`src/rtl/mux_scan_pkg.sv`:
```
// Shared types and constants for the multiplexed scan controller.
package mux_scan_pkg;

  localparam int unsigned NUM_CH = 8;
  localparam int unsigned SEL_W  = 3;
  localparam int unsigned CNT_W  = 4;

  typedef enum logic [1:0] {
    ST_IDLE     = 2'd0,
    ST_SETTLE   = 2'd1,
    ST_SAMPLE   = 2'd2,
    ST_WAIT_OUT = 2'd3
  } scan_state_t;

endpackage

```
`src/rtl/mux_scan_next.sv`:
```
// Finds the lowest enabled channel strictly above idx; idx = -1 finds the first enabled channel.
module mux_scan_next
  import mux_scan_pkg::*;
(
  input  logic [NUM_CH-1:0]     mask,
  input  logic signed [SEL_W:0] idx,
  output logic [SEL_W-1:0]      next_idx,
  output logic                  found
);

  // Ascending priority search above idx
  always_comb begin
    next_idx = '0;
    found    = 1'b0;
    for (int unsigned i = 0; i < NUM_CH; i++) begin
      if (!found && mask[i] && (int'(i) > int'(idx))) begin
        next_idx = SEL_W'(i);
        found    = 1'b1;
      end
    end
  end

endmodule

```
`src/rtl/mux_scan_ctrl.sv`:
```
// Scan controller: steps an external 8:1 mux through enabled channels and assembles a frame.
module mux_scan_ctrl
  import mux_scan_pkg::*;
#(
  parameter int unsigned SETTLE = 1
) (
  input  logic              clk,
  input  logic              rst,
  input  logic              start,
  input  logic              cont,
  input  logic [NUM_CH-1:0] ch_en,
  output logic [SEL_W-1:0]  sel,
  input  logic              mux_out,
  output logic [NUM_CH-1:0] frame,
  output logic              frame_valid,
  input  logic              frame_ready,
  output logic              busy
);

  // SETTLE=0 skips the settle state entirely so each channel still gets SETTLE+1 cycles.
  localparam scan_state_t      ENTRY_ST    = (SETTLE == 0) ? ST_SAMPLE : ST_SETTLE;
  localparam logic [CNT_W-1:0] SETTLE_LOAD = (SETTLE == 0) ? '0 : CNT_W'(SETTLE - 1);

  scan_state_t       state;
  logic [NUM_CH-1:0] mask;
  logic [NUM_CH-1:0] shadow;
  logic [NUM_CH-1:0] shadow_upd;
  logic [CNT_W-1:0]  cnt;

  logic [SEL_W-1:0]  start_idx;
  logic              start_found;
  logic [SEL_W-1:0]  nxt_idx;
  logic              nxt_found;
  logic [SEL_W-1:0]  restart_idx;
  logic              restart_found;

  logic              accept;
  logic              out_free;

  mux_scan_next u_first_new (
    .mask     (ch_en),
    .idx      ('1),
    .next_idx (start_idx),
    .found    (start_found)
  );

  mux_scan_next u_next (
    .mask     (mask),
    .idx      ($signed({1'b0, sel})),
    .next_idx (nxt_idx),
    .found    (nxt_found)
  );

  mux_scan_next u_first_latched (
    .mask     (mask),
    .idx      ('1),
    .next_idx (restart_idx),
    .found    (restart_found)
  );

  assign accept   = frame_valid && frame_ready;
  assign out_free = !frame_valid || frame_ready;
  assign busy     = (state != ST_IDLE);

  // Shadow word with the bit currently on mux_out merged in
  always_comb begin
    shadow_upd      = shadow;
    shadow_upd[sel] = mux_out;
  end

  // Scan FSM, shadow assembly and output frame register
  always_ff @(posedge clk or posedge rst) begin
    if (rst) begin
      state       <= ST_IDLE;
      sel         <= '0;
      mask        <= '0;
      shadow      <= '0;
      cnt         <= '0;
      frame       <= '0;
      frame_valid <= 1'b0;
    end else begin
      if (accept) frame_valid <= 1'b0;

      case (state)
        ST_IDLE: begin
          if (start && start_found) begin
            mask   <= ch_en;
            sel    <= start_idx;
            shadow <= '0;
            cnt    <= SETTLE_LOAD;
            state  <= ENTRY_ST;
          end
        end

        ST_SETTLE: begin
          if (cnt == '0) state <= ST_SAMPLE;
          else           cnt   <= cnt - 1'b1;
        end

        ST_SAMPLE: begin
          if (nxt_found) begin
            shadow <= shadow_upd;
            sel    <= nxt_idx;
            cnt    <= SETTLE_LOAD;
            state  <= ENTRY_ST;
          end else if (out_free) begin
            frame       <= shadow_upd;
            frame_valid <= 1'b1;
            if (cont && restart_found) begin
              sel    <= restart_idx;
              shadow <= '0;
              cnt    <= SETTLE_LOAD;
              state  <= ENTRY_ST;
            end else begin
              sel    <= '0;
              shadow <= '0;
              state  <= ST_IDLE;
            end
          end else begin
            shadow <= shadow_upd;
            state  <= ST_WAIT_OUT;
          end
        end

        ST_WAIT_OUT: begin
          if (accept) begin
            frame       <= shadow;
            frame_valid <= 1'b1;
            if (cont && restart_found) begin
              sel    <= restart_idx;
              shadow <= '0;
              cnt    <= SETTLE_LOAD;
              state  <= ENTRY_ST;
            end else begin
              sel    <= '0;
              shadow <= '0;
              state  <= ST_IDLE;
            end
          end
        end

        default: state <= ST_IDLE;
      endcase
    end
  end

endmodule

```
`config.mk`:
```
export PLATFORM = sky130hd
export DESIGN_NAME = mux_scan_ctrl
export DESIGN_NICKNAME = d
export VERILOG_FILES = /design/src/rtl/mux_scan_pkg.sv /design/src/rtl/mux_scan_next.sv /design/src/rtl/mux_scan_ctrl.sv
export SDC_FILE = /design/constraint.sdc
export NUM_CORES = 1
export LEC_CHECK = 0
export CAP_MARGIN = 10
export CELL_PAD_IN_SITES_DETAIL_PLACEMENT = 0
export CELL_PAD_IN_SITES_GLOBAL_PLACEMENT = 1
export CORE_ASPECT_RATIO = 1.25
export CORE_MARGIN = 5
export CORE_UTILIZATION = 43
export CTS_CLUSTER_DIAMETER = 120
export DETAILED_ROUTE_END_ITERATION = 12
export GPL_ROUTABILITY_DRIVEN = 0
export PLACE_DENSITY = 0.82
export SYNTH_ARGS = -nofsm -noshare
export SYNTH_HDL_FRONTEND = slang
export SYNTH_SLANG_ARGS = --single-unit
```
`constraint.sdc`:
```
create_clock -name clk -period 2.7 [get_ports clk]
set_input_delay 0.81 -clock clk [delete_from_list [all_inputs] [get_ports clk]]
set_output_delay 0.81 -clock clk [all_outputs]
set_load 0.02 [all_outputs]
```
; ---- Word-level counts from Yosys, hierarchy flattened
; Cells that the tools add are included.
[op_classes]
n_eq_ne = 10
n_mux = 82
n_addsub = 1
n_reduce_logical = 67
n_lt_le_gt_ge = 10
[op_table]
columns = op, n
row1 = 8-bit 2-to-1 mux, 7
row2 = 3-bit 2-to-1 mux, 17
row3 = 1-bit logical AND, 33
row4 = 1-bit 2-to-1 mux, 33
row5 = 4-bit 2-to-1 mux, 6
row6 = 8-bit case mux with 3 select lines, 1
row7 = 1-bit zero test, 22
row8 = 2-bit 2-to-1 mux, 11
row9 = 4-bit case mux with 4 select lines, 1
row10 = 8-bit case mux with 2 select lines, 1
row11 = "3-bit greater-than comparator, first input constant", 4
row12 = "2-bit inequality test, second input constant", 6
row13 = 4-bit AND reduction, 3
row14 = 3-bit case mux with 3 select lines, 1
row15 = 8-bit bitwise mux, 1
row16 = 2-bit case mux with 4 select lines, 1
row17 = "1-bit by 3-bit greater-than comparator with 1-bit output, first input constant", 2
row18 = "2-bit by 3-bit greater-than comparator with 1-bit output, first input constant", 2
row19 = 3-bit AND reduction, 2
row20 = "2-bit == test, second input constant", 2
row21 = 4-bit zero test, 1
row22 = "3-bit by 4-bit less-than comparator with 1-bit output, second input constant", 1
row23 = 2-bit nonzero test, 2
row24 = "4-bit by 1-bit subtractor with 4-bit output, second input constant", 1
row25 = other kinds (9), 9
[totals]
in_bits = 14
ff_bits = 34
elab_cells = 177

; ---- Logic depth before layout (Yosys ltp)
[depth]
depth_word = 33
ltp_mapped = 7
depth_no_buf = 7

; ---- Cells and area by module
; From an unflattened synthesis, not the netlist that was laid out.
[hier_totals]
hier_cells = 292
hier_area_um2 = 2463.6
[by_module_without_submodules]
columns = module, area_each_um2, seq_area_each_um2, n_inst, cells_per_inst
row1 = mux_scan_ctrl, 1776.7, 850.8, 1, 178
row2 = mux_scan_next, 229.0, 0.0, 3, 38

; ---- Worst setup path after synthesis
; No wires, ideal clock.
[synth_path]
path_kind = in2reg
startpoint = in ch_en[2]
endpoint = reg mask[0]
slack_ns = 0.314
arrival_time_ns = 2.261
setup_time_ns = 0.125
required_time_ns = 2.575
path_stages = 5
path_cell_list = or4_1 > nor3_2 > or3b_2 > buf_4 > mux2_2
[synth_via]
elab_chain_len = 19
[synth_rtl]
columns = item, line_no
row1 = "start, declared", mux_scan_ctrl.sv:11  ; input logic [NUM_CH-1:0] ch_en,
row2 = 1-bit logical AND (*), mux_scan_next.sv:16  ; if (!found && mask[i] && (int'(i) > int'(idx))) begin
row3 = 1-bit 2-to-1 mux (*), mux_scan_next.sv:16
row4 = 1-bit zero test, mux_scan_next.sv:16
row5 = 1-bit logical AND, mux_scan_next.sv:16
row6 = 1-bit 2-to-1 mux (*), mux_scan_next.sv:16
row7 = 1-bit zero test, mux_scan_next.sv:16
row8 = 1-bit logical AND, mux_scan_next.sv:16
row9 = 1-bit 2-to-1 mux (*), mux_scan_next.sv:16
row10 = (+3 left out), --
row11 = 1-bit zero test, mux_scan_next.sv:16
row12 = 1-bit logical AND, mux_scan_next.sv:16
row13 = 1-bit 2-to-1 mux (*), mux_scan_next.sv:16
row14 = 1-bit zero test, mux_scan_next.sv:16
row15 = 1-bit logical AND, mux_scan_next.sv:16
row16 = 1-bit 2-to-1 mux (*), mux_scan_next.sv:16
row17 = 1-bit logical AND (*), mux_scan_ctrl.sv:86  ; if (start && start_found) begin
row18 = 2-bit AND reduction (no line) (*), --
row19 = "end signal, assigned", mux_scan_ctrl.sv:87  ; mask <= ch_en;
row20 = "end, declared", mux_scan_ctrl.sv:25  ; logic [NUM_CH-1:0] mask;
; Every way passes the cells marked *; elsewhere a longest branch is shown, timed or not.
; A chain may end at the register's enable or synchronous reset.

; ---- Worst setup path after layout
; Same ends and word-level chain as after synthesis.

==> metrics.txt <==
# TYPE chip_impl_metric gauge
chip_impl_info{name="outcome",value="completed"} 1
chip_impl_metric{name="cts_htree_levels",unit=""} 2
chip_impl_info{name="worst_hold_path.endpoint",value="cnt[0]"} 1
chip_impl_metric{name="dr_total_vias",unit=""} 1881
chip_impl_metric{name="synth.cell_area",unit="µm²"} 2260
chip_impl_metric{name="synth-seq-cells",unit=""} 34
chip_impl_metric{name="grt_max_degree",unit=""} 35
chip_impl_metric{name="drc_errors",unit=""} 0
chip_impl_metric{name="slew_headroom",unit=""} 0.673
chip_impl_metric{name="initial_antenna_violation_count",unit=""} 0
chip_impl_metric{name="final_max_slew_viol_count",unit=""} 0
chip_impl_info{name="rsz0062_at_grt",value="no"} 1
chip_impl_metric{name="holdBufCountCts",unit=""} 0
chip_impl_metric{name="synthesis.nets",unit=""} 247
chip_impl_metric{name="comb_power_share",unit=""} 0.577
chip_impl_info{name="startpoint_class_of_the_critical_path",value="primary input"} 1
chip_impl_metric{name="clkLatencyLatePin",unit="ns"} 0.29
chip_impl_metric{name="peakVddDrop",unit="V"} 0.000466
chip_impl_metric{name="timing.setup.tns",unit="ns"} 0
chip_impl_metric{name="power-per-cell-area",unit="nW/µm²"} 1140
chip_impl_info{name="critical-path-top-delay-family",value="simple AND/OR/NAND/NOR gates"} 1
chip_impl_metric{name="fmax",unit="MHz"} 402
chip_impl_metric{name="synth_top_cell_area_share",unit=""} 0.377
chip_impl_metric{name="timing.reg2reg.worst_path_depth",unit=""} 7
chip_impl_metric{name="dp_hpwl",unit="µm"} 3840
chip_impl_metric{name="dp_cells",unit=""} 329
chip_impl_metric{name="timing.clock.skew",unit="ns"} 0.00623
chip_impl_metric{name="cts_setup_buffers",unit=""} 0
chip_impl_metric{name="final-setup-viol-count",unit=""} 0
chip_impl_metric{name="first_pass_iters",unit=""} 5
chip_impl_info{name="crit_path_cell_trace",value="clkdlybuf4s50_1, or4_1, nor3_2, or3b_2, mux2_2"} 1
chip_impl_metric{name="wire_length_of_the_first_global_routing_pass",unit="µm"} 8980
chip_impl_info{name="hp-class",value="flop to flop"} 1
chip_impl_metric{name="drtAntennaViolNets",unit=""} 0
chip_impl_metric{name="core-area",unit="µm²"} 5080
chip_impl_metric{name="regToRegSetupSlack",unit="ns"} 0.64
chip_impl_metric{name="maximum_single_stage_delay_on_the_critical_path",unit="ns"} 0.60
chip_impl_metric{name="drt_wl_total",unit="µm"} 5100
chip_impl_metric{name="worst-path-max-fanout",unit=""} 9
chip_impl_info{name="crit_slowest_cell",value="or4_1"} 1
chip_impl_metric{name="synth-edff-count",unit=""} 0
chip_impl_metric{name="dieWidth",unit="µm"} 74.8
chip_impl_metric{name="synth-warning-count",unit=""} 0
chip_impl_metric{name="gr-total-overflow",unit=""} 0
chip_impl_metric{name="die-height",unit="µm"} 91.0
chip_impl_metric{name="critPathRequiredTime",unit="ns"} 2.87
chip_impl_metric{name="cts-buffers-inserted",unit=""} 5
chip_impl_info{name="ys.flop_type",value="dfrtp_1"} 1
chip_impl_metric{name="clock_sinks",unit=""} 34
chip_impl_metric{name="via_per_inst",unit=""} 5.61
chip_impl_metric{name="die_area",unit="µm²"} 6810
chip_impl_metric{name="power_frac_clock",unit=""} 0.121
chip_impl_metric{name="cts_max_path_bufs",unit=""} 2
chip_impl_metric{name="grt_usage",unit=""} 0.166
chip_impl_metric{name="sequential_cell_area_fraction_in_the_yosys_report",unit=""} 0.377
chip_impl_metric{name="dp_worst_setup_slack",unit="ns"} -0.110
chip_impl_metric{name="worst_setup_hold_path_clk_slew",unit="ns"} 0.07
chip_impl_metric{name="cp_data_arrival_time",unit="ns"} 2.66
chip_impl_metric{name="p_int",unit="µW"} 1760
chip_impl_metric{name="critPathBufInv",unit=""} 1
chip_impl_metric{name="finalHoldViolations",unit=""} 0
chip_impl_metric{name="layout_worst_path_cycle_share",unit=""} 0.922
chip_impl_metric{name="layout.nets",unit=""} 289
chip_impl_info{name="criticalPathCategory",value="primary input to flop"} 1
chip_impl_metric{name="async_set_or_reset_register_ratio_after_synthesis",unit=""} 1.00
chip_impl_metric{name="setup_slack",unit="ns"} 0.210
chip_impl_metric{name="grt_pass1_vias",unit=""} 1908
chip_impl_info{name="synth.area.top_cells",value="dfrtp_1 38%, mux2_2 6.0%, a21oi_1 5.3%, mux2_4 5.3%, inv_1 3.7%"} 1
chip_impl_metric{name="drt-initial-drc-count",unit=""} 80
chip_impl_metric{name="min_hold_slack",unit="ns"} 0.477
chip_impl_metric{name="p_sw_frac",unit=""} 0.434
chip_impl_metric{name="drv.max_cap_violation_count",unit=""} 0
chip_impl_metric{name="postSynthCellCount",unit=""} 232
chip_impl_metric{name="post_synth.cell_area_avg",unit="µm²"} 9.73
chip_impl_metric{name="boundaryPins",unit=""} 27
chip_impl_info{name="end_kind",value="flop"} 1
chip_impl_metric{name="start_util",unit=""} 0.444
chip_impl_info{name="cts.root.buffer_cell",value="clkbuf_8"} 1
chip_impl_metric{name="cts-resized-gates",unit=""} 0
chip_impl_metric{name="share_seq_of_total_power",unit=""} 0.302
chip_impl_metric{name="io_buffers",unit=""} 26
chip_impl_metric{name="worst-slew-pin-transition",unit="ns"} 0.486
chip_impl_metric{name="layout_cells_sized_above_1",unit=""} 0.227
chip_impl_metric{name="design_power_total",unit="µW"} 3110
chip_impl_info{name="synth_area_leader",value="dfrtp_1"} 1
chip_impl_metric{name="post_synth_num_cell_types",unit=""} 59
chip_impl_info{name="tritoncts",value="built"} 1
chip_impl_metric{name="layout_min_cycle_time",unit="ns"} 2.49
chip_impl_metric{name="wl_per_cell",unit="µm"} 15.2
chip_impl_metric{name="syn2layout_area_growth",unit="%"} 20.7
chip_impl_metric{name="min_path_cells",unit=""} 1
chip_impl_metric{name="antenna_cells_inserted",unit=""} 0
chip_impl_info{name="min_from",value="cnt[0]"} 1
chip_impl_info{name="r2r-end",value="shadow[3]"} 1
chip_impl_metric{name="switching_power",unit="µW"} 1350
chip_impl_metric{name="row_count",unit=""} 29
chip_impl_metric{name="layoutNonFillerInstCount",unit=""} 335
chip_impl_info{name="worst_r2r_startpoint",value="sel[0]"} 1
chip_impl_metric{name="static-leakage-power",unit="µW"} 0.00115
## Yosys cell counts (3+ instances only)
cell	number
nand3_1	9
mux2_2	12
a21oi_1	24
nor2_1	11
nand2b_1	5
nor3_1	4
mux2_4	8
a31oi_1	6
nand2_1	15
o21ai_0	8
dfrtp_1	34
clkbuf_8	3
inv_1	22
o31ai_1	4
nor3b_1	4
o22ai_1	9
or3_1	5
## logic make-up after synthesis
| group | synth area share |
|---|---|
| mux | 0.118 |
| buf+inv | 0.0759 |
| compound gates | 0.233 |
| fa+ha+maj | 0.00554 |
| flops | 0.377 |
| simple gates | 0.191 |
## worst reg2reg max path, cell delays in order (launching register included)
cell       delay (ns)
dfrtp_1          0.57
nor3b_1          0.16
a2111oi_4        0.45
buf_4            0.23
a31oi_4          0.13
buf_4            0.19
a21oi_1          0.13
o22ai_1          0.09
## power groups by stage
stage / Combinational (µW) / Clock [µW] / Sequential (µW)
finish: 1790 / 378 / 940
global route: 1980 / 407 / 977
CTS: 1810 / 391 / 940
detailed placement: 1800 / 0 / 949
global placement: 1780 / 0 / 944
floorplan: 1290 / 0 / 965
## flip-flops by register name (all words and copies together), names as in the netlist
| register | flops |
|---|---|
| cnt | 4 |
| frame | 8 |
| frame_valid | 1 |
| mask | 8 |
| sel | 3 |
| shadow | 8 |
| state | 2 |
## placed cells by master (no fill, tap or decap), types with 2 or more instances in the layout
master	n
a31oi_4	2
and2_1	2
nor3b_1	4
nor3_1	4
o31ai_1	4
mux2_2	12
clkbuf_8	6
nor4_1	2
nand2_1	15
o21ai_0	8
nor2_1	11
nor2b_1	2
inv_1	22
nand2b_1	5
dfrtp_1	34
clkdlybuf4s50_1	26
a21oi_1	24
or3_1	5
o211a_1	2
o22ai_1	9
mux2_4	8
buf_4	18
a31oi_1	6
nand3_1	9
## metrics by stage
step	cell area, µm²	util
finish	2720	0.536
global placement	2640	0.520
CTS	2720	0.536
global route	2720	0.536
floorplan	2260	-
detailed placement	2640	0.520
## worst max-delay path by stage
stage          startpoint      end  depth (start not counted)
5_1_grt          ch_en[2]  mask[0]                          5
4_1_cts          ch_en[2]  mask[6]                          5
3_3_place_gp     ch_en[2]  mask[5]                          5
3_5_place_dp     ch_en[2]  mask[6]                          5
2_1_floorplan    ch_en[2]  mask[0]                          5
6_report         ch_en[2]  mask[0]                          5
## area by class of cell
cell class	instances	area, µm²
inverters	22	82.6
clock buffers	6	82.6
flip-flops and latches	34	851
repair buffers	44	395
well taps	62	77.6
multi-input cells	167	1230
fillers	489	2360
## routing by layer
layer | vias up | GRT usage | wire length, µm
met5 | - | 0 | 0
met4 | 0 | 0.0490 | 70
met3 | 6 | 0.0331 | 193
met2 | 33 | 0.279 | 2560
met1 | 907 | 0.213 | 2270
li1 | 935 | - | -
Note: power is estimated with default switching activity, not from simulation.
